**config.mk**
```make
export PLATFORM = sky130hd
export DESIGN_NAME = hv_reg_bank
export DESIGN_NICKNAME = d
export VERILOG_FILES = /design/src/rtl/hv_reg_bank_pkg.sv /design/src/rtl/hv_reg_bank_crc8.sv /design/src/rtl/hv_reg_bank.sv
export SDC_FILE = /design/constraint.sdc
export NUM_CORES = 1
export LEC_CHECK = 0
export BUFFER_PORTS_ARGS = -buffer_cell sky130_fd_sc_hd__buf_2
export CAP_MARGIN = 15
export CORE_AREA = 4 4 161 163
export CTS_BUF_LIST = sky130_fd_sc_hd__clkbuf_4 sky130_fd_sc_hd__clkbuf_8
export CTS_CLUSTER_SIZE = 12
export DETAILED_ROUTE_END_ITERATION = 12
export DIE_AREA = 0 0 165 167
export PLACE_DENSITY = 0.86
export SETUP_SLACK_MARGIN = 0.4
export SLEW_MARGIN = 20
export SYNTH_ARGS = -nofsm -noshare
export SYNTH_HDL_FRONTEND = slang
export SYNTH_SLANG_ARGS = --single-unit
export TNS_END_PERCENT = 5
```
**constraint.sdc**
```tcl
create_clock -name i_clk -period 3.1 [get_ports i_clk]
set_input_delay 0.62 -clock i_clk [delete_from_list [all_inputs] [get_ports i_clk]]
set_output_delay 0.62 -clock i_clk [all_outputs]
set_load 0.005 [all_outputs]
```
**src/rtl/hv_reg_bank_pkg.sv**
```systemverilog
// Shared types, addresses and the CRC-8 routine for the HV register bank.
package hv_reg_bank_pkg;

  localparam int CRC_AW = 7;
  localparam int CRC_DW = 8;

  typedef enum logic [1:0] {
    LK_LOCKED   = 2'd0,
    LK_KEY1     = 2'd1,
    LK_UNLOCKED = 2'd2
  } lock_state_e;

  localparam logic [CRC_AW-1:0] STATUS_ADDR = 7'h7E;
  localparam logic [CRC_AW-1:0] KEY_ADDR    = 7'h7F;
  localparam logic [7:0]        KEY1_VAL    = 8'h5A;
  localparam logic [7:0]        KEY2_VAL    = 8'hA5;

  localparam logic [7:0] CRC8_POLY = 8'h07;
  localparam logic [7:0] CRC8_INIT = 8'hFF;

  // Registered read response
  typedef struct packed {
    logic [CRC_DW-1:0] data;
    logic [7:0]        crc;
  } rd_rsp_t;

  // CRC-8 over {addr, data}, MSB first, no reflection, no final XOR
  function automatic logic [7:0] crc8_calc(input logic [CRC_AW-1:0] addr,
                                           input logic [CRC_DW-1:0] data);
    logic [CRC_AW+CRC_DW-1:0] msg;
    logic [7:0]               crc;
    logic                     fb;
    msg = {addr, data};
    crc = CRC8_INIT;
    for (int i = CRC_AW + CRC_DW - 1; i >= 0; i--) begin
      fb  = crc[7] ^ msg[i];
      crc = {crc[6:0], 1'b0} ^ (fb ? CRC8_POLY : 8'h00);
    end
    return crc;
  endfunction

endpackage

```
**src/rtl/hv_reg_bank_crc8.sv**
```systemverilog
// Combinational CRC-8 generator over {addr, data}.
module hv_reg_bank_crc8
  import hv_reg_bank_pkg::*;
(
  input  logic [CRC_AW-1:0] i_addr,
  input  logic [CRC_DW-1:0] i_data,
  output logic [7:0]        o_crc
);

  assign o_crc = crc8_calc(i_addr, i_data);

endmodule

```
**src/rtl/hv_reg_bank.sv**
```systemverilog
// Register bank responder: CRC-checked writes, key-sequence lock on the
// protected range, fixed-latency reads with a generated CRC.
module hv_reg_bank
  import hv_reg_bank_pkg::*;
#(
  parameter int REG_AW    = 7,
  parameter int REG_DW    = 8,
  parameter int REG_CRC_W = 8,
  parameter int REG_NUM   = 32,
  parameter int PROT_BASE = 16
) (
  input  logic                      i_clk,
  input  logic                      i_rst_n,
  input  logic                      i_reg_ren,
  input  logic                      i_reg_wen,
  input  logic [REG_AW-1:0]         i_reg_addr,
  input  logic [REG_DW-1:0]         i_reg_wdata,
  input  logic [REG_CRC_W-1:0]      i_reg_wcrc,
  output logic                      o_reg_wack,
  output logic                      o_reg_rack,
  output logic [REG_DW-1:0]         o_reg_rdata,
  output logic [REG_CRC_W-1:0]      o_reg_rcrc,
  output logic [REG_NUM*REG_DW-1:0] o_reg_q,
  output logic                      o_unlocked
);

  localparam int                IDX_W  = $clog2(REG_NUM);
  localparam logic [REG_AW-1:0] NUM_A  = REG_AW'(REG_NUM);
  localparam logic [REG_AW-1:0] PROT_A = REG_AW'(PROT_BASE);

  logic [REG_NUM-1:0][REG_DW-1:0] regs;
  lock_state_e                    lock_q;
  logic                           crc_err_q, prot_err_q, range_err_q;
  logic                           rack_q;
  rd_rsp_t                        rsp_q;

  logic [REG_CRC_W-1:0] wcrc_calc, rcrc_calc;
  logic [REG_DW-1:0]    rd_mux;
  logic [IDX_W-1:0]     idx;
  logic is_data, is_status, is_key, is_prot;
  logic crc_ok, wr_ok, set_crc, set_range, set_prot, reg_we, key_we, stat_clr;

  hv_reg_bank_crc8 u_wcrc (.i_addr(i_reg_addr), .i_data(i_reg_wdata), .o_crc(wcrc_calc));
  hv_reg_bank_crc8 u_rcrc (.i_addr(i_reg_addr), .i_data(rd_mux),      .o_crc(rcrc_calc));

  // Address decode and write qualification; CRC failure takes priority
  assign idx       = i_reg_addr[IDX_W-1:0];
  assign is_data   = i_reg_addr < NUM_A;
  assign is_status = i_reg_addr == STATUS_ADDR;
  assign is_key    = i_reg_addr == KEY_ADDR;
  assign is_prot   = is_data && (i_reg_addr >= PROT_A);
  assign crc_ok    = wcrc_calc == i_reg_wcrc;
  assign wr_ok     = i_reg_wen && crc_ok;
  assign set_crc   = i_reg_wen && !crc_ok;
  assign set_range = wr_ok && !is_data && !is_status && !is_key;
  assign set_prot  = wr_ok && is_prot && !o_unlocked;
  assign reg_we    = wr_ok && is_data && !(is_prot && !o_unlocked);
  assign key_we    = wr_ok && is_key;
  assign stat_clr  = i_reg_ren && is_status;

  assign o_reg_wack  = i_reg_wen;
  assign o_reg_rack  = rack_q;
  assign o_reg_rdata = rsp_q.data;
  assign o_reg_rcrc  = rsp_q.crc;
  assign o_reg_q     = regs;
  assign o_unlocked  = (lock_q == LK_UNLOCKED);

  // Read data source for the current address, sampled before any write lands
  always_comb begin
    rd_mux = '0;
    if (is_data)        rd_mux = regs[idx];
    else if (is_status) rd_mux = REG_DW'({range_err_q, prot_err_q, crc_err_q});
    else if (is_key)    rd_mux = REG_DW'(o_unlocked);
  end

  // Data register file
  always_ff @(posedge i_clk or negedge i_rst_n) begin
    if (!i_rst_n)    regs      <= '0;
    else if (reg_we) regs[idx] <= i_reg_wdata;
  end

  // Sticky error flags; a set in the same cycle as a status read wins
  always_ff @(posedge i_clk or negedge i_rst_n) begin
    if (!i_rst_n) begin
      crc_err_q   <= 1'b0;
      prot_err_q  <= 1'b0;
      range_err_q <= 1'b0;
    end else begin
      crc_err_q   <= set_crc   || (crc_err_q   && !stat_clr);
      prot_err_q  <= set_prot  || (prot_err_q  && !stat_clr);
      range_err_q <= set_range || (range_err_q && !stat_clr);
    end
  end

  // Key-sequence lock FSM, stepped only by CRC-valid key writes
  always_ff @(posedge i_clk or negedge i_rst_n) begin
    if (!i_rst_n) begin
      lock_q <= LK_LOCKED;
    end else if (key_we) begin
      case (lock_q)
        LK_LOCKED: lock_q <= (i_reg_wdata == KEY1_VAL) ? LK_KEY1     : LK_LOCKED;
        LK_KEY1:   lock_q <= (i_reg_wdata == KEY2_VAL) ? LK_UNLOCKED : LK_LOCKED;
        default:   lock_q <= LK_LOCKED;
      endcase
    end
  end

  // One-cycle read response; data/CRC captured in the request cycle
  always_ff @(posedge i_clk or negedge i_rst_n) begin
    if (!i_rst_n) begin
      rack_q <= 1'b0;
      rsp_q  <= '0;
    end else begin
      rack_q <= i_reg_ren;
      if (i_reg_ren) rsp_q <= '{data: rd_mux, crc: rcrc_calc};
    end
  end

endmodule

```
==> flow_metrics.tcl <==
set metrics [dict create \
    setup_slack_ns -0.0965 \
    violations "negative setup slack" \
    synthMuxAreaShare_pct 33.5 \
    power.density_nw_per_um2 460 \
    hold_viol 0 \
    htreeDepth 2 \
    min_path_type "input pin to asynchronous set/reset pin" \
    yosysTopAreaCell "dfrtp_1" \
    drcViolationCount 0 \
    vias 10500 \
    period_share_pct 103 \
    ctsHoldBuffers 0 \
    ioPinCount 302 \
    worst_r2r_endpoint "o_reg_rcrc[2]" \
    fin_crit_ns 3.20 \
    grt_pass1_vias 11000 \
    crit_path_start_kind "input pin" \
    root_buffer "clkbuf_8" \
    p_seq_share_pct 44.9 \
    slew-limit-headroom_pct 47.6 \
    grt_max_degree 100 \
    yosysWarningCount 0 \
    cts_tree "built" \
    clkTransAtPathRegs_ns 0.06 \
    skew_ns 0.0336 \
    ant_nets 0 \
    synth_area_leaders "dfrtp_1 (50%), mux2_2 (21%), mux4_2 (9.4%)" \
    coreArea_sq_um 24300 \
    path_class "input pin to flip-flop" \
    drt-pass1-iter-count 8 \
    ys_ff_latch 278 \
    grt_remaining_overflow 0 \
    critPathRequiredTime_ns 3.54 \
    clockBufferDepth 3 \
    start_util_pct 57.0 \
    crit_fanout 8 \
    reg2reg_depth 7 \
    fin_nets 1387 \
    wl_per_cell_um 27.4 \
    dp_cells 1623 \
    drv_cap 0 \
    syn_area_per_cell_sq_um 14.5 \
    clock_latency_ns 0.58 \
    fill_cells 1513 \
    p_sw_share_pct 26.0 \
    die_h_um 167 \
    synth_compound_area_share_pct 2.41 \
    cts_buffers 46 \
    die_area_sq_um 27600 \
    finalSetupViolCount 72 \
    fin_area_sq_um 18000 \
    drv_slew 0 \
    viasPerCell 6.16 \
    rsz0062_at_grt "true" \
    synth_cells 959 \
    worst_pin_slew_ns 0.786 \
    synthToLayoutAreaGrowth_pct 30.1 \
    drtIter0Drc 967 \
    placed_area_sq_um 16700 \
    syn_nets 997 \
    synth_xor_xnor_area_share_pct 3.79 \
    wirelength_um 46800 \
    synth-simple-area-share_pct 6.21 \
    yosys.area_share.adder_pct 0.993 \
    vdd.ir_drop.worst_v 0.000337 \
    yosysSeqAreaShare_pct 50.2 \
    grt_pass1_wl_um 69700 \
    grt_usage_pct 33.7 \
    synth-async-reset-ratio_pct 100 \
    final_common_cell "buf_2" \
    synth_ff_type "dfrtp_1" \
    clock_sinks 278 \
    rrSetupSlack_ns 0.25 \
    place_congestion 0.920 \
    outcome "finished, violations left" \
    synth_edf_count 0 \
    pwr-share-clk_pct 42.4 \
    drive_gt1_share_pct 63.2 \
    final_cell_mix "buf_2 (299), dfrtp_1 (278), mux2_2 (198)" \
    max_clock_freq_ghz 0.313 \
    die_w_um 165 \
    post-dp-hpwl_um 32300 \
    p_comb_share_pct 12.7 \
    synth_top_family_by_area "multiplexers" \
    numPortBuffers 301 \
    fp-row-count 57 \
    p_leak_nw 9.62 \
    p_sw_mw 2.16 \
    crit_path_end_kind "flip-flop" \
    netlist_area_sq_um 13900 \
    cp.arrival_ns 3.64 \
    synth_top_area_share_pct 50.2 \
    power.internal_mw 6.14 \
    regToRegStartpoint "o_reg_q[2]" \
    fin_cells 1709 \
    synth_cell_type_count 59 \
    antenna_found_initial 0 \
]
metal layers:
metal / global-route usage (%) / vias to the layer above / wire, um
met5: 0 / - / 0
met4: 13.4 / 0 / 2210
met3: 7.76 / 144 / 4450
met2: 53.8 / 649 / 22700
met1: 44.8 / 5434 / 17400
li1: - / 4292 / -
cells by family (layout without fill, tap and decap cells):
kind of cell,count (synthesis),in the layout
fa+ha+maj,11,11
simple gates,126,126
xor+xnor,51,51
compound gates,50,50
buf+inv,85,510
mux,358,358
flops,278,278
other cells,0,1
critical path, stage by stage:
cell and delay [ns]:
buf_12 0.09, clkinvlp_4 0.11, ha_4 0.33, xnor3_2 0.40, xnor2_4 0.24, nor2b_4 0.20, mux2i_1 0.10, o22ai_2 0.14
nand4_4 0.13, or4_4 0.46, buf_12 0.19, nor2b_4 0.16, buf_6 0.14, mux2_4 0.29
power groups by stage:
| stage | Sequential (mW) | Combinational [mW] | Clock [mW] |
|---|---|---|---|
| after floorplan | 3.80 | 0.589 | 0 |
| after global placement | 3.79 | 0.959 | 0 |
| after detailed placement | 3.79 | 0.983 | 0 |
| after CTS | 3.73 | 1.02 | 3.53 |
| after global routing | 3.73 | 1.13 | 3.72 |
| final | 3.73 | 1.05 | 3.51 |
layout make-up:
type                            instances  area [sq um]  share of cell area (%)
Timing Repair Buffer                  415          2730                    15.2
Tap cell                              324           405                    2.25
Multi-Input combinational cell        596          6870                    38.1
Clock inverter                          9          78.8                   0.437
Sequential cell                       278          6960                    38.6
Inverter                               12          52.6                   0.291
Antenna cell                            1          2.50                  0.0139
Clock buffer                           74           925                    5.13
worst max-delay path by stage:
stage	from	endpoint	slack [ns]	cells after the start
finish	i_reg_addr[0]	o_reg_q[131]	-0.1	14
global route	i_reg_addr[0]	o_reg_q[131]	-0.15	14
CTS	i_reg_addr[0]	o_reg_q[135]	-0.08	14
detailed placement	i_reg_addr[6]	o_reg_q[131]	-0.92	14
global placement	i_reg_addr[1]	o_reg_q[134]	-0.82	14
floorplan	i_reg_addr[0]	o_reg_q[0]	-1.18	18
synthesized netlist by cell type (2+ instances only):
| cell | count |
|---|---|
| nand4_1 | 5 |
| a31oi_1 | 3 |
| mux2_1 | 3 |
| xnor3_1 | 3 |
| inv_1 | 9 |
| ha_1 | 11 |
| nand2b_1 | 2 |
| nor2b_4 | 4 |
| nand2_1 | 31 |
| a22o_1 | 3 |
| o21ai_0 | 7 |
| nand3_1 | 13 |
| a22oi_1 | 11 |
| mux2_2 | 262 |
| nor2b_1 | 11 |
| xnor2_2 | 2 |
| mux2i_1 | 35 |
| nor2_1 | 16 |
| mux4_2 | 58 |
| nand2_2 | 8 |
| buf_6 | 6 |
| clkbuf_1 | 35 |
| o31ai_1 | 2 |
| xor2_1 | 13 |
| nor2_8 | 4 |
| nor4_4 | 3 |
| xnor2_1 | 31 |
| buf_1 | 14 |
| and2_1 | 5 |
| inv_2 | 2 |
| dfrtp_1 | 278 |
| buf_2 | 9 |
| buf_4 | 8 |
| nor3_1 | 2 |
| a21oi_1 | 15 |
| nand3_2 | 12 |
metrics by stage:
step	utilization, %	hold slack, ns	setup TNS (ns)	total power [mW]	setup slack, ns
after floorplan	-	0.324	-260.83	4.38	-1.18
after global placement	68.6	0.472	-189.06	4.75	-0.817
after detailed placement	68.6	0.484	-215.22	4.78	-0.922
after CTS	73.6	0.112	-1.96	8.28	-0.0781
after global routing	74.1	0.149	-11.14	8.58	-0.154
final	74.1	0.0962	-3.44	8.30	-0.0965
registers in the layout, summed over array words and instances (netlist names):
signal       cells
lock_q           2
prot_err_q       1
o_reg_rack       1
o_reg_rdata      8
o_reg_q        256
o_reg_rcrc       8
range_err_q      1
crc_err_q        1
timing repair:
action	4_1_cts	5_1_grt
cloned	0	0
setup endpoints to repair	268	268
buffers inserted	2	0
pin swaps	21	4
gates resized for setup	53	24
Note: power is estimated with default switching activity, not from simulation.
